<file path="src/rtl/fifo_rd_stream.sv">
// Drains a synchronous FIFO into a valid/ready stream through a 2-entry skid
// buffer, with IDLE/RUN/DRAIN control, a delivered-word counter and a sticky underflow flag.
module fifo_rd_stream #(
   parameter int unsigned FIFO_WIDTH = 16,
   parameter int unsigned CNT_WIDTH  = 16
) (
   input  logic                  clk,
   input  logic                  rst_n,
   input  logic                  enable,
   output logic                  rd_en,
   input  logic [FIFO_WIDTH-1:0] data_out,
   input  logic                  empty,
   input  logic                  underflow,
   output logic [FIFO_WIDTH-1:0] m_data,
   output logic                  m_valid,
   input  logic                  m_ready,
   output logic                  busy,
   output logic [CNT_WIDTH-1:0]  word_cnt,
   output logic                  err_underflow
);

   typedef enum logic [1:0] {
      ST_IDLE  = 2'd0,
      ST_RUN   = 2'd1,
      ST_DRAIN = 2'd2
   } state_t;

   state_t                r_state;
   state_t                w_state_nxt;
   logic [1:0]            r_occ;
   logic                  r_inflight;
   logic [FIFO_WIDTH-1:0] r_buf0;
   logic [FIFO_WIDTH-1:0] r_buf1;
   logic [CNT_WIDTH-1:0]  r_word_cnt;
   logic                  r_err;

   logic                  w_pop;
   logic [1:0]            w_occ_nxt;
   logic [2:0]            w_level;
   logic                  w_rd_en;

   // Level counts buffered words plus the one in flight, net of this cycle's pop,
   // so a read is only issued when its returning word is guaranteed a slot.
   always_comb begin
      w_pop     = (r_occ != 2'd0) && m_ready;
      w_occ_nxt = r_occ + {1'b0, r_inflight} - {1'b0, w_pop};
      w_level   = {1'b0, r_occ} + {2'b00, r_inflight} - {2'b00, w_pop};
      w_rd_en   = (r_state == ST_RUN) && !empty && (w_level < 3'd2);
   end

   always_comb begin
      w_state_nxt = r_state;
      case (r_state)
         ST_IDLE: begin
            if (enable) w_state_nxt = ST_RUN;
         end
         ST_RUN: begin
            if (!enable) w_state_nxt = ST_DRAIN;
         end
         ST_DRAIN: begin
            if (enable)
               w_state_nxt = ST_RUN;
            else if (!r_inflight && (w_occ_nxt == 2'd0))
               w_state_nxt = ST_IDLE;
         end
         default: w_state_nxt = ST_IDLE;
      endcase
   end

   always_ff @(posedge clk or negedge rst_n) begin
      if (!rst_n) begin
         r_state    <= ST_IDLE;
         r_inflight <= 1'b0;
         r_occ      <= 2'd0;
         r_word_cnt <= '0;
         r_err      <= 1'b0;
      end else begin
         r_state    <= w_state_nxt;
         r_inflight <= w_rd_en;
         r_occ      <= w_occ_nxt;
         if (w_pop)     r_word_cnt <= r_word_cnt + CNT_WIDTH'(1);
         if (underflow) r_err      <= 1'b1;
      end
   end

   // Head is r_buf0; a pop shifts r_buf1 forward, and the returning word lands
   // in whichever slot becomes the tail after that shift.
   always_ff @(posedge clk or negedge rst_n) begin
      if (!rst_n) begin
         r_buf0 <= '0;
         r_buf1 <= '0;
      end else if (r_inflight) begin
         if (w_pop) begin
            if (r_occ == 2'd2) begin
               r_buf0 <= r_buf1;
               r_buf1 <= data_out;
            end else begin
               r_buf0 <= data_out;
            end
         end else if (r_occ == 2'd0) begin
            r_buf0 <= data_out;
         end else begin
            r_buf1 <= data_out;
         end
      end else if (w_pop) begin
         r_buf0 <= r_buf1;
      end
   end

   always_comb begin
      rd_en         = w_rd_en;
      m_data        = r_buf0;
      m_valid       = (r_occ != 2'd0);
      busy          = (r_state != ST_IDLE);
      word_cnt      = r_word_cnt;
      err_underflow = r_err;
   end

endmodule

</file>
<file path="config.mk">
export PLATFORM = sky130hd
export DESIGN_NAME = fifo_rd_stream
export DESIGN_NICKNAME = d
export VERILOG_FILES = /design/src/rtl/fifo_rd_stream.sv
export SDC_FILE = /design/constraint.sdc
export NUM_CORES = 1
export LEC_CHECK = 0
export ABC_AREA = 1
export ABC_CLOCK_PERIOD_IN_PS = 3600
export CAP_MARGIN = 40
export CORE_MARGIN = 1.5
export CORE_UTILIZATION = 35
export DETAILED_ROUTE_END_ITERATION = 10
export MAX_ROUTING_LAYER = met4
export PLACE_DENSITY = 0.62
export SLEW_MARGIN = 10
export SYNTH_ARGS = -nofsm -noshare
export SYNTH_HDL_FRONTEND = slang
export SYNTH_SLANG_ARGS = --single-unit
</file>
<file path="constraint.sdc">
create_clock -name clk -period 3.6 [get_ports clk]
set_input_delay 1.08 -clock clk [delete_from_list [all_inputs] [get_ports clk]]
set_output_delay 1.08 -clock clk [all_outputs]
set_load 0.05 [all_outputs]
</file>
Word-level counts from Yosys, hierarchy flattened
Cells that the tools add are included.
{"block": "totals", "ff_bits": 54, "output_inout_bits": 36}
{"block": "classes", "add_sub_neg": 5, "order_cmp": 1, "eq_ne": 8, "n_mux": 13, "n_reduce_logical": 16}
{"cell": "2-to-1 mux 16 bit", "count": 8}
{"cell": "adder 16 x 1 -> 16 bit (second input constant)", "count": 1}
{"cell": "2-to-1 mux 2 bit", "count": 4}
{"cell": "nonzero test 2 bit", "count": 4}
{"cell": "zero test 2 bit", "count": 3}
{"cell": "!= test 2 bit (second input constant)", "count": 3}
{"cell": "case mux 2 bit (3 select lines)", "count": 1}
{"cell": "AND reduction 3 bit", "count": 2}
{"cell": "equality test 2 bit (second input constant)", "count": 2}
{"cell": "logical AND 1 bit", "count": 4}
{"cell": "adder 2 x 1 -> 3 bit", "count": 1}
{"cell": "< comparator 3 x 2 -> 1 bit (second input constant)", "count": 1}
{"cell": "!= test 3 bit (second input constant)", "count": 1}
{"cell": "subtractor 3 x 1 -> 3 bit", "count": 1}
{"cell": "adder 2 x 1 -> 2 bit", "count": 1}
{"cell": "equality test 2 x 1 -> 1 bit (second input constant)", "count": 1}
{"cell": "zero test 1 bit", "count": 2}
{"cell": "!= test 2 x 1 -> 1 bit (second input constant)", "count": 1}
{"cell": "AND reduction 2 bit", "count": 1}
{"cell": "subtractor 2 x 1 -> 2 bit", "count": 1}

Longest topological paths before layout
{"block": "depth", "depth_word": 8, "mapped_depth": 9}

Worst setup path after synthesis
Ideal clock, no wire load.
{"block": "synth_timing", "path_type": "input-to-output", "start": "input port m_ready", "end": "output port rd_en", "arrival_ns": 3.687, "required_ns": 2.520, "setup_slack_ns": -1.167, "stages": 8, "cell_sequence": "inv_2 nor2_8 inv_2 nand2_1 nand2_1 ha_1 fa_1 nor4_1"}
{"block": "synth_between", "elab_chain_cells": 4}
{"element": "start: declaration", "line": "16", "source": "input logic m_ready,"}
{"element": "logical AND 1 bit", "line": "45", "source": "w_pop = (r_occ != 2'd0) && m_ready;"}
{"element": "subtractor 3 x 1 -> 3 bit", "line": "47", "source": "w_level = {1'b0, r_occ} + {2'b00, r_inflight} - {2'b00, w_pop};"}
{"element": "named net w_level[1]", "line": "39", "source": "logic [2:0] w_level;"}
{"element": "< comparator 3 x 2 -> 1 bit", "line": "48", "source": "w_rd_en = (r_state == ST_RUN) && !empty && (w_level < 3'd2);"}
{"element": "logical AND 1 bit", "line": "48"}
{"element": "end: declaration", "line": "10", "source": "output logic rd_en,"}
The timed path passes the listed nets, and every way through them passes these cells.

Worst setup path in the final report
Same ends and word-level chain as after synthesis.

==> results.cfg <==
[outcome]
status = complete, but fails checks
violations = negative setup slack

[placed_design]
dp_hpwl_mm = 3.83
dpl_worst_slack_ps = -720
portBuffers = 57
gp_congestion = 0.774

[detailed_routing]
via_per_inst = 4.29
wl_per_cell_um = 10.6
num_vias = 2053
wl_mm = 5.06
drc = 0
drtIter0Drc = 128
antenna_left = 0
firstDrtPassIters = 4

[sta]
slew_headroom_pct = 50.8
tightestPinTransition_ps = 739
hold_viol = 0
setup_violations = 1
rsz0062_at_grt = true
period_share_pct = 101
slew_violations = 0
fmaxAchievable_ghz = 0.276
setup_slack_ps = -29.4
fin_crit_ps = 3630
whs_ps = 489
skew_ps = 7.80

[floorplan]
start_util_pct = 36.1
dieArea_um2 = 7970
dieWidth_um = 89.3
ioPinCount = 58
die-height_um = 89.3
core_um2 = 7210
fp-row-count = 31

[yosys]
ys_seq_area_share_pct = 51.8
syn-cell-area_um2 = 2610
synth_top_area_share_pct = 51.8
yosys.cell_types.count = 28
syn_nets = 340
syn_area_per_cell_um2 = 8.27
synth_top_area_cell = dfrtp_1
ys_seq_elements = 54
netlist_top_cells_area = dfrtp_1, nand2_1, inv_1, o21ai_0, nand3_1
synthCells = 315
yosysWarnings = 0

[final_layout]
num_antenna_cells = 0
multi_input_area_um2 = 965
seq_area_um2 = 1350
drive_above_1_share_pct = 10.0
fin_nets = 404
area_growth_syn_to_layout_pct = 33.4
mostFrequentLayoutCell = nand2_1
final_cell_mix = nand2_1, inv_1, dfrtp_1, clkdlybuf4s50_1, o21ai_0
fill_cells = 740

[setup_path]
end_kind = primary output
r2r-start = r_occ[0]
critPathLaunchType = input port
reg2reg_slack_ps = 1540
reg2reg_to = r_state[1]
cp_max_fo = 3
required_ps = 2520
arrival_ps = 2550
reg2reg_depth = 10
critPathKind = input port to primary output

[hold_path]
worstHoldPathType = flip-flop to flip-flop
hold_depth = 2
hp-start = r_buf1[3]
min_delay_worst_endpoint = r_buf1[3]

[cts]
clk_pin_slew_ps = 80
cts_setup_buffers = 0
cts_max_level = 2
cts-root-buf = clkbuf_8
clk-insertion-delay-late_ps = 300
cts_tree = yes
clkSinkCount = 54
ctsLongestPathBuffers = 2
cts_buffers = 5

[global_route]
gr-total-overflow = 0
antenna_found_initial = 0
grt_pass1_vias = 1889
grt_usage_pct = 14.5
grt_pass1_wl_mm = 8.74
grt_max_degree = 35

[job]
drv_cap = 0

[pwr]
powerDensity_nw_per_um2 = 751
peakVddDrop_uv = 286
p_leak_nw = 1.70
-- registers in the layout, summed over array words and instances (netlist names) --
signal and count:
m_data 16, r_buf1 16, word_cnt 16, r_occ 2, r_state 2, err_underflow 1, r_inflight 1
-- cell families (layout without fill, tap and decap cells) --
family / count (synthesis) / in the layout / synth area share [%]
and+or+nand+nor: 136 / 136 / 23.8
buffers and inverters: 77 / 141 / 12.0
AOI/OAI and AO/OA: 35 / 35 / 7.30
xor gates and xnor gates: 10 / 10 / 3.36
adders and majority gates: 3 / 3 / 1.73
DFF: 54 / 54 / 51.8
-- critical path, cell delays in order --
cell,delay [ps]
buf_12,110
inv_12,50
nor2_8,30
inv_2,50
nand2_1,40
nand2_1,60
ha_2,170
fa_2,460
nor4_4,310
buf_12,180
-- what timing repair did --
item                                    in CTS  in global routing
gates cloned                                 0                  0
endpoints found under the setup margin       1                  1
hold buffers                                 0                  0
pin swaps                                    2                  0
gates resized for setup                     11                  0
-- stage by stage --
| step | utilization [%] | TNS [ps] | power (mW) | instances | area [µm²] |
|---|---|---|---|---|---|
| 4_1_cts | 48.2 | -43.4 | 2.65 | 478 | 3480 |
| 2_1_floorplan | - | -224 | 1.83 | 315 | 2640 |
| 3_5_place_dp | 46.4 | -720 | 2.22 | 471 | 3350 |
| 6_report | 48.2 | -29.4 | 2.61 | 478 | 3480 |
| 5_1_grt | 48.2 | -112 | 2.80 | 478 | 3480 |
| 3_3_place_gp | 46.2 | -686 | 2.19 | 470 | 3330 |
-- layer usage --
layer	global-route usage [%]	share of wire [%]	vias to the layer above
met5	-	0	-
met4	5.03	0.63	0
met3	2.03	3.3	4
met2	23.0	49	38
met1	19.1	47	934
li1	-	-	1077
-- layout make-up --
type                            count  area share (%)
Clock buffer                        6            2.37
Clock inverter                      1           0.864
Inverter                           69            7.81
Multi-Input combinational cell    184            27.7
Sequential cell                    54            38.9
Tap cell                           99            3.56
Timing Repair Buffer               65            18.8
-- power breakdown --
part | switching [mW] | internal, mW | total (mW)
Clock | 0.187 | 0.223 | 0.409
Combinational | 0.786 | 0.468 | 1.25
Sequential | 0.144 | 0.804 | 0.948
-- synth_stat cells (all sizes together) --
library cell	number
nand2	91
inv	69
dfrtp	54
o21ai	33
nand3	24
nor2	12
buf	7
xnor2	6
xor2	4
a21oi	2
ha	2
nand3b	2
nor3	2
nor4	2
or2	2
clkbuf	1
fa	1
nand4	1
-- how the worst max path moves through the flow --
stage          endpoint     from  slack (ps)
2_1_floorplan     rd_en  m_ready        -220
3_3_place_gp      rd_en  m_ready        -690
3_5_place_dp      rd_en  m_ready        -720
4_1_cts           rd_en  m_ready         -40
5_1_grt           rd_en  m_ready        -110
6_report          rd_en  m_ready         -30
No activity file was read; power rests on OpenSTA's default activity.
